[src/rtl/spine_link_merge_pkg.sv]
// Shared definitions for the spine link merge block: flit geometry, port count
// and the destination-field helper used wherever a flit's target is needed.
package spine_link_merge_pkg;

    localparam int FLIT_W      = 16;
    localparam int DEST_W      = 6;
    localparam int DEST_MSB    = FLIT_W - 1;
    localparam int DEST_LSB    = FLIT_W - DEST_W;
    localparam int SPINE_PORTS = 4;

    function automatic logic [DEST_W-1:0] flitDest(input logic [FLIT_W-1:0] flit);
        return flit[DEST_MSB:DEST_LSB];
    endfunction

endpackage

[src/rtl/spine_sync_fifo.sv]
// Small synchronous FIFO for one spine source. A push into a full FIFO is
// ignored even when a pop happens in the same cycle; the caller counts it as a drop.
module spine_sync_fifo #(
    parameter int DWIDTH = 16,
    parameter int DEPTH  = 4,
    localparam int AW    = $clog2(DEPTH),
    localparam int CW    = AW + 1
) (
    input  logic              clk,
    input  logic              rst_n,
    input  logic              push_i,
    input  logic [DWIDTH-1:0] data_i,
    input  logic              pop_i,
    output logic [DWIDTH-1:0] data_o,
    output logic              full_o,
    output logic              empty_o,
    output logic [CW-1:0]     count_o
);

    logic [DWIDTH-1:0] mem [DEPTH];
    logic [AW-1:0]     wrPtr_q, rdPtr_q;
    logic [CW-1:0]     count_q, count_d;
    logic              pushOk, popOk;

    assign full_o  = (count_q == CW'(DEPTH));
    assign empty_o = (count_q == '0);
    assign count_o = count_q;
    assign data_o  = mem[rdPtr_q];

    assign pushOk = push_i && !full_o;
    assign popOk  = pop_i && !empty_o;

    always_comb begin
        count_d = count_q;
        case ({pushOk, popOk})
            2'b10:   count_d = count_q + CW'(1);
            2'b01:   count_d = count_q - CW'(1);
            default: count_d = count_q;
        endcase
    end

    always_ff @(posedge clk or negedge rst_n) begin
        if (!rst_n) begin
            wrPtr_q <= '0;
            rdPtr_q <= '0;
            count_q <= '0;
        end else begin
            if (pushOk) wrPtr_q <= wrPtr_q + AW'(1);
            if (popOk)  rdPtr_q <= rdPtr_q + AW'(1);
            count_q <= count_d;
        end
    end

    // Storage carries no reset; the pointers alone decide what is valid.
    always_ff @(posedge clk) begin
        if (pushOk) mem[wrPtr_q] <= data_i;
    end

endmodule

[src/rtl/spine_link_merge.sv]
// Merges up to NUM_IN ready-less spine sources through per-source FIFOs onto
// one registered round-robin output; flits arriving at a full FIFO are dropped and counted.
module spine_link_merge
    import spine_link_merge_pkg::*;
#(
    parameter int DWIDTH     = FLIT_W,
    parameter int NUM_IN     = SPINE_PORTS,
    parameter int FIFO_DEPTH = 4,
    parameter int CNT_W      = 16,
    localparam int IDX_W     = (NUM_IN > 1) ? $clog2(NUM_IN) : 1
) (
    input  logic                     ACLK,
    input  logic                     ARESETn,
    input  logic [NUM_IN*DWIDTH-1:0] in_data,
    input  logic [NUM_IN-1:0]        in_valid,
    output logic [DWIDTH-1:0]        out_data,
    output logic                     out_valid,
    output logic [DEST_W-1:0]        out_dest_addr,
    input  logic                     out_ready,
    output logic [NUM_IN-1:0]        fifo_full,
    output logic [NUM_IN-1:0]        fifo_empty,
    output logic [CNT_W-1:0]         drop_count,
    output logic [IDX_W-1:0]         grant_idx
);

    localparam int CW = $clog2(FIFO_DEPTH) + 1;

    logic [DWIDTH-1:0] headData  [NUM_IN];
    logic [CW-1:0]     fifoCount [NUM_IN];
    logic [NUM_IN-1:0] fifoFull, fifoEmpty, popVec, dropVec;

    logic [DWIDTH-1:0] outData_q;
    logic              outValid_q;
    logic [IDX_W-1:0]  grant_q;
    logic [IDX_W-1:0]  rrPtr_q;
    logic [CNT_W-1:0]  dropCnt_q, dropCnt_d;

    logic              canLoad, found;
    logic [IDX_W-1:0]  pick, pickNext;
    int                scanIdx;

    for (genvar g = 0; g < NUM_IN; g++) begin : gSrc
        spine_sync_fifo #(
            .DWIDTH (DWIDTH),
            .DEPTH  (FIFO_DEPTH)
        ) uFifo (
            .clk     (ACLK),
            .rst_n   (ARESETn),
            .push_i  (in_valid[g]),
            .data_i  (in_data[g*DWIDTH +: DWIDTH]),
            .pop_i   (popVec[g]),
            .data_o  (headData[g]),
            .full_o  (fifoFull[g]),
            .empty_o (fifoEmpty[g]),
            .count_o (fifoCount[g])
        );

        // Fullness is judged on the count before this cycle's pop.
        assign dropVec[g] = in_valid[g] && (fifoCount[g] == CW'(FIFO_DEPTH));
    end

    assign canLoad = !outValid_q || out_ready;

    always_comb begin
        found   = 1'b0;
        pick    = '0;
        scanIdx = 0;
        for (int k = 0; k < NUM_IN; k++) begin
            scanIdx = int'(rrPtr_q) + k;
            if (scanIdx >= NUM_IN) scanIdx = scanIdx - NUM_IN;
            if (!found && !fifoEmpty[scanIdx[IDX_W-1:0]]) begin
                found = 1'b1;
                pick  = IDX_W'(scanIdx);
            end
        end
    end

    assign pickNext = (pick == IDX_W'(NUM_IN - 1)) ? '0 : pick + IDX_W'(1);

    always_comb begin
        popVec = '0;
        if (canLoad && found) popVec[pick] = 1'b1;
    end

    always_ff @(posedge ACLK or negedge ARESETn) begin
        if (!ARESETn) begin
            outData_q  <= '0;
            outValid_q <= 1'b0;
            grant_q    <= '0;
            rrPtr_q    <= '0;
        end else if (canLoad) begin
            if (found) begin
                outData_q  <= headData[pick];
                outValid_q <= 1'b1;
                grant_q    <= pick;
                rrPtr_q    <= pickNext;
            end else begin
                outValid_q <= 1'b0;
            end
        end
    end

    // Several sources may drop together; each one bumps the count, clamped at all ones.
    always_comb begin
        dropCnt_d = dropCnt_q;
        for (int i = 0; i < NUM_IN; i++) begin
            if (dropVec[i] && (dropCnt_d != '1)) dropCnt_d = dropCnt_d + CNT_W'(1);
        end
    end

    always_ff @(posedge ACLK or negedge ARESETn) begin
        if (!ARESETn) dropCnt_q <= '0;
        else          dropCnt_q <= dropCnt_d;
    end

    if (DWIDTH == FLIT_W) begin : gDestFn
        assign out_dest_addr = flitDest(outData_q);
    end else begin : gDestSlice
        assign out_dest_addr = outData_q[DWIDTH-1 -: DEST_W];
    end

    assign out_data   = outData_q;
    assign out_valid  = outValid_q;
    assign grant_idx  = grant_q;
    assign fifo_full  = fifoFull;
    assign fifo_empty = fifoEmpty;
    assign drop_count = dropCnt_q;

endmodule

[config.mk]
export PLATFORM = sky130hd
export DESIGN_NAME = spine_link_merge
export DESIGN_NICKNAME = d
export VERILOG_FILES = /design/src/rtl/spine_link_merge_pkg.sv /design/src/rtl/spine_sync_fifo.sv /design/src/rtl/spine_link_merge.sv
export SDC_FILE = /design/constraint.sdc
export NUM_CORES = 1
export LEC_CHECK = 0
export CORE_UTILIZATION = 34
export DETAILED_ROUTE_END_ITERATION = 6
export PLACE_DENSITY_LB_ADDON = 0.12
export SYNTH_ARGS = -nofsm -noshare
export SYNTH_HDL_FRONTEND = slang
export SYNTH_SLANG_ARGS = --single-unit
[constraint.sdc]
create_clock -name ACLK -period 15.6 [get_ports ACLK]
set_input_delay 3.9 -clock ACLK [delete_from_list [all_inputs] [get_ports ACLK]]
set_output_delay 3.9 -clock ACLK [all_outputs]
set_load 0.02 [all_outputs]
==> impl_metrics.py, run 1 <==
metrics = {
    "run_status": {
        "status": "completed",
    },
    "yosys": {
        "synth_nets": 1161,
        "yosys.cell_types.count": 89,
        "synth_area_sq_mm": 0.0153,
        "synthFlopType": "edfxtp_1",
        "ys_ff_latch": 321,
        "synth_top_area_share_pct": 50.3,
        "synth-async-reset-ratio_pct": 20.2,
        "synth_edf_count": 256,
        "synth_area_leaders": "edfxtp_1, dfrtp_1, mux4_2",
        "synth_top_area_cell": "edfxtp_1",
        "ys_seq_area_share_pct": 60.9,
        "ys_warn_count": 0,
        "avgSynthCellArea_sq_um": 14.4,
        "netlist_instances": 1059,
    },
    "layout": {
        "diodes": 0,
        "nNetsFinal": 1262,
        "syn2layout_area_growth_pct": 18.5,
        "layout-drive-gt1-share_pct": 14.4,
        "layout_common_cells": "edfxtp_1, clkdlybuf4s50_1, nand2_1, dfrtp_1, mux4_2",
        "mostFrequentLayoutCell": "edfxtp_1",
        "final_core_util_pct": 40.8,
    },
    "clock_tree": {
        "clk_path_buf_depth": 3,
        "cts.sinks": 321,
        "cts_tree": "built",
        "cts_resized": 0,
        "clock_latency_ns": 0.54,
        "postCtsSetupBuffers": 0,
        "htreeDepth": 2,
        "clkTransAtPathRegs_ns": 0.06,
        "cts-root-buf": "clkbuf_16",
        "cts_hold_repair.buffers": 0,
        "cts_made_buffers": 37,
    },
    "timing": {
        "hold_viol": 0,
        "max_freq_mhz": 103,
        "finalWorstSetupSlack_ns": 5.90,
        "clock_skew_ns": 0.0223,
        "layout_min_cycle_time_ns": 9.70,
        "drv_slew": 0,
        "worst_pin_slew_ns": 1.11,
        "setup_violations": 0,
        "rsz0062_at_grt": "no",
        "max_slew_margin_pct": 26.1,
        "period_share_pct": 62.2,
        "setup_tns_ns": 0,
    },
    "drt": {
        "top_layer": "met4",
        "dr_total_vias": 9152,
        "drt.antenna.violating_nets": 0,
        "met3_length_mm": 1.34,
        "drt_first_pass_iters": 5,
        "drt-total-wl_mm": 38.4,
        "drc": 0,
        "drt_iter0_markers": 664,
        "met1_length_mm": 18.3,
        "met2_length_mm": 18.1,
        "wl_per_cell_um": 21.6,
        "viasPerCell": 5.14,
    },
    "critical_path": {
        "critPathSlowestCell": "clkdlybuf4s50_1",
        "end_kind": "register",
        "critPathBufInv": 3,
        "worstPathCellList": "clkdlybuf4s50_1 -> nand4bb_4 -> nor2_1 -> xnor2_1 -> inv_1 -> ha_1 -> inv_1 -> a311oi_4 -> nand3_4 -> o21a_1 -> xnor2_1 -> ha_1 -> nand3_2 -> o41ai_2 -> mux2i_1 -> nand3_2 -> nor4_4 -> and3_1 -> nor4b_2 -> xor2_1",
        "cp.required_ns": 16.00,
        "crit_path_max_fanout": 12,
        "path_delay_family": "simple AND/OR/NAND/NOR gates",
        "critPathArrivalTime_ns": 10.10,
        "path_class": "primary input to register",
        "start_kind": "primary input",
        "slowest_delay_ns": 0.64,
    },
    "die": {
        "rows": 77,
        "core-area_sq_mm": 0.0443,
        "die_height_um": 214,
        "dieArea_sq_mm": 0.0458,
        "io_pins": 120,
        "die_w_um": 214,
        "start_util_pct": 34.5,
    },
    "place": {
        "dpl.hpwl_mm": 26.1,
        "place_congestion": 0.846,
        "dp_slack_ns": 5.33,
        "port_buffers": 119,
    },
    "global_routing": {
        "grt_start_max_net_pins": 66,
        "gr-total-overflow": 0,
        "grt_pass1_wl_mm": 58.7,
        "grt_usage_pct": 16.9,
        "grt_antenna_before_repair": 0,
        "grt_pass1_vias": 9352,
    },
    "pwr": {
        "vdd_drop_max_v": 0.0000915,
        "p_leak_nw": 6.28,
        "p_per_area_mw_per_mm2": 186,
    },
    "job": {
        "cap_violations": 0,
    },
    "hold_path": {
        "hp-class": "register to register",
    },
}
-- synthesized netlist by cell type (all sizes together) (5+ instances only) --
cell type,number
xnor2,28
mux2,5
dfrtp,65
nor3,16
or4,5
mux2i,24
nand3,27
nor4,9
and3,25
nor2,35
inv,38
xor2,27
a31oi,12
and2,25
or3,8
buf,29
nand4,14
o21ai,44
nand2b,5
edfxtp,256
a21oi,57
clkbuf,32
nand2,94
nor2b,8
mux4,64
ha,27
and4,6
-- cells by family (layout without fill, tap and decap cells) --
family,count (synthesis),in the layout,share of synthesized area [%]
AO/OA/AOI/OAI,162,162,7.24
XOR/XNOR,55,55,3.20
adder cells (fa/ha/maj),31,31,2.73
buffers and inverters,100,229,3.01
flip-flops,321,321,60.9
multiplexers,93,93,11.4
AND/OR/NAND/NOR,297,297,11.5
-- metrics by stage --
| step | power (mW) | instances | hold WS [ns] | cell area [sq um] |
|---|---|---|---|---|
| 3_3_place_gp | 2.56 | 1713 | 0.475 | 16900 |
| 3_5_place_dp | 2.57 | 1713 | 0.470 | 16900 |
| 5_1_grt | 3.56 | 1780 | 0.508 | 18100 |
| 4_1_cts | 3.42 | 1780 | 0.482 | 18100 |
| 2_1_floorplan | 2.12 | 1059 | 0.448 | 15300 |
| 6_report | 3.36 | 1780 | 0.479 | 18100 |
-- area by class of cell --
type	count	area, sq um
Clock buffer	45	1010
Tap cell	592	741
Inverter	39	146
Fill cell	4133	26200
Clock inverter	22	166
Sequential cell	321	9310
Timing Repair Buffer	123	1220
Multi-Input combinational cell	638	5510
-- power by group --
part	leakage, nW	internal (mW)	total (mW)	switching, mW
registers	3.14	1.15	1.30	0.154
clock network	0.581	0.493	0.838	0.346
logic	2.56	0.514	1.22	0.706
-- path summary, 6_finish.rpt --
kind                                     startpoint                        to  slack, ns  cells after the start
setup / recovery                        in_valid[0]             drop_count[7]       5.90                     20
hold / removal             gSrc[2].uFifo.count_o[2]  gSrc[2].uFifo.count_o[2]       0.48                      1
setup reg to reg                      drop_count[0]             drop_count[7]       8.43                     21
hold reg to reg            gSrc[2].uFifo.count_o[2]  gSrc[2].uFifo.count_o[2]       0.48                      1
max in group asynchronous                   ARESETn  gSrc[2].uFifo.rdPtr_q[1]      11.48                      1
min in group asynchronous                   ARESETn            drop_count[14]       3.49                      1
-- state kept, by name, summed over array words and instances, names as in the netlist --
signal              count
gSrc.uFifo.count_o     12
rrPtr_q                 2
out_data               16
drop_count             16
gSrc.uFifo.mem        256
grant_idx               2
out_valid               1
gSrc.uFifo.wrPtr_q      8
gSrc.uFifo.rdPtr_q      8
-- layer usage --
layer  global-route usage (%)  up-vias
li1                         -     4255
met1                     24.3     4671
met2                     26.8      178
met3                     2.64       48
met4                     3.93        0
met5                        0        -
No activity file was read; power rests on OpenSTA's default activity.
==> run 2, diff against run 1 <==
Clock period 15.6 ns to 9.45 ns, I/O delays scaled along.
==> impl_metrics.py, run 2 (same netlist as run 1, synthesis figures left out) <==
metrics = {
    "timing": {
        "clock_skew_ns": 0.0198,
        "drv_slew": 0,
        "max_freq_mhz": 121,
        "period_share_pct": 87.2,
        "setup_violations": 0,
        "hold_viol": 0,
        "rsz0062_at_grt": "no",
        "max_slew_margin_pct": 28.3,
        "holdWs_ns": 0.480,
        "setup_tns_ns": 0,
        "layout_min_cycle_time_ns": 8.24,
        "worst_pin_slew_ns": 1.08,
    },
    "drt": {
        "wl_per_cell_um": 21.5,
        "drt_first_pass_iters": 5,
        "dr_total_vias": 9116,
        "drc": 0,
        "drt-total-wl_mm": 38.2,
        "viasPerCell": 5.12,
        "drt.antenna.violating_nets": 0,
        "drt_iter0_markers": 624,
    },
    "critical_path": {
        "critPathSlowestCell": "clkdlybuf4s50_1",
        "slowest_delay_ns": 0.64,
        "cp.required_ns": 9.87,
        "crit_path_max_fanout": 12,
        "critPathArrivalTime_ns": 8.66,
        "start_kind": "primary input",
        "worstPathCellList": "clkdlybuf4s50_1 -> nand4bb_4 -> nor2_1 -> xnor2_1 -> inv_1 -> ha_1 -> inv_1 -> a311oi_4 -> nand3_4 -> o21a_1 -> xnor2_1 -> ha_1 -> nand3_2 -> o41ai_2 -> mux2i_1 -> nand3_2 -> nor4_4 -> and3_1 -> nor4b_2 -> xor2_1",
        "path_class": "primary input to register",
        "end_kind": "register",
    },
    "die": {
        "core-area_sq_mm": 0.0443,
        "die_height_um": 214,
        "rows": 77,
        "io_pins": 120,
        "start_util_pct": 34.5,
        "die_w_um": 214,
        "dieArea_sq_mm": 0.0458,
    },
    "clock_tree": {
        "cts-root-buf": "clkbuf_16",
        "cts_tree": "built",
        "cts_made_buffers": 37,
        "cts_hold_repair.buffers": 0,
        "clkTransAtPathRegs_ns": 0.06,
        "htreeDepth": 2,
        "clock_latency_ns": 0.55,
        "cts.sinks": 321,
        "clk_path_buf_depth": 3,
        "postCtsSetupBuffers": 0,
        "cts_resized": 0,
    },
    "place": {
        "port_buffers": 119,
        "placed_cell_area_sq_mm": 0.0169,
        "place_congestion": 0.846,
        "dpl.hpwl_mm": 26.0,
    },
    "layout": {
        "layout-drive-gt1-share_pct": 14.5,
        "syn2layout_area_growth_pct": 18.8,
        "largest_register_ffs": 256,
        "layout_common_cells": "edfxtp_1, clkdlybuf4s50_1, nand2_1, dfrtp_1, mux4_2",
        "final_area_sq_mm": 0.0182,
        "final_core_util_pct": 41.0,
        "mostFrequentLayoutCell": "edfxtp_1",
        "nNetsFinal": 1262,
        "diodes": 0,
        "regMostFlops": "gSrc.uFifo.mem",
    },
    "hold_path": {
        "hp-class": "register to register",
    },
    "run_status": {
        "status": "completed",
    },
    "pwr": {
        "vdd_drop_max_v": 0.000120,
        "p_per_area_mw_per_mm2": 309,
        "p_leak_nw": 6.29,
    },
    "job": {
        "cap_violations": 0,
    },
    "global_routing": {
        "grt_pass1_vias": 9302,
        "grt_usage_pct": 16.9,
        "grt_start_max_net_pins": 66,
        "grt_pass1_wl_mm": 58.7,
        "gr-total-overflow": 0,
        "grt_antenna_before_repair": 0,
    },
}
## run 2: cell count changes in the layout (fill, tap and decap cells not counted), sizes merged
| cell | change |
|---|---|
| clkinvlp | +3 |
| clkinv | -11 |
| clkbuf | +6 |
| bufinv | +1 |
| inv | +2 |
## run 2: layout make-up
| cell class | count | area [sq um] |
|---|---|---|
| Clock buffer | 51 | 1030 |
| Clock inverter | 17 | 196 |
| Fill cell | 4105 | 26200 |
| Inverter | 39 | 146 |
| Multi-Input combinational cell | 638 | 5510 |
| Sequential cell | 321 | 9310 |
| Tap cell | 592 | 741 |
| Timing Repair Buffer | 123 | 1220 |
## run 2: stage by stage
stage	std cells	worst slack, ns	total power, mW
after floorplan	1059	2.27	3.50
after global placement	1713	0.873	4.23
after detailed placement	1713	0.692	4.24
after CTS	1781	1.26	5.70
after global routing	1781	0.731	5.93
final	1781	1.21	5.60
## run 2: per-layer routing
metal,track usage [%],share of wire [%]
met3,2.84,3.7
met2,26.8,47
met1,24.2,48
met4,3.79,1.4
met5,0,0
## run 2: worst paths after layout
check | startpoint | endpoint | slack (ns) | cells after the start
setup / recovery | in_valid[0] | drop_count[7] | 1.21 | 20
min in group asynchronous | ARESETn | drop_count[14] | 1.94 | 1
setup reg to reg | drop_count[0] | drop_count[7] | 2.23 | 21
hold reg to reg | gSrc[3].uFifo.count_o[2] | gSrc[3].uFifo.count_o[2] | 0.48 | 1
hold / removal | gSrc[3].uFifo.count_o[2] | gSrc[3].uFifo.count_o[2] | 0.48 | 1
max in group asynchronous | ARESETn | out_data[12] | 6.86 | 1
## run 2: worst max-delay path, delay by kind of cell
kind / cells / cell delay [ns]
simple gates: 8 / 2.20
compound gates: 3 / 1.32
buf+inv: 3 / 0.91
xor+xnor: 3 / 0.89
fa+ha+maj: 2 / 0.60
mux: 1 / 0.36
## run 2: power by group
part / total (mW) / internal (mW) / switching [mW]
Clock: 1.44 / 0.855 / 0.585
Combinational: 2.01 / 0.848 / 1.16
Sequential: 2.15 / 1.90 / 0.252
Total: 5.60 / 3.60 / 2.00
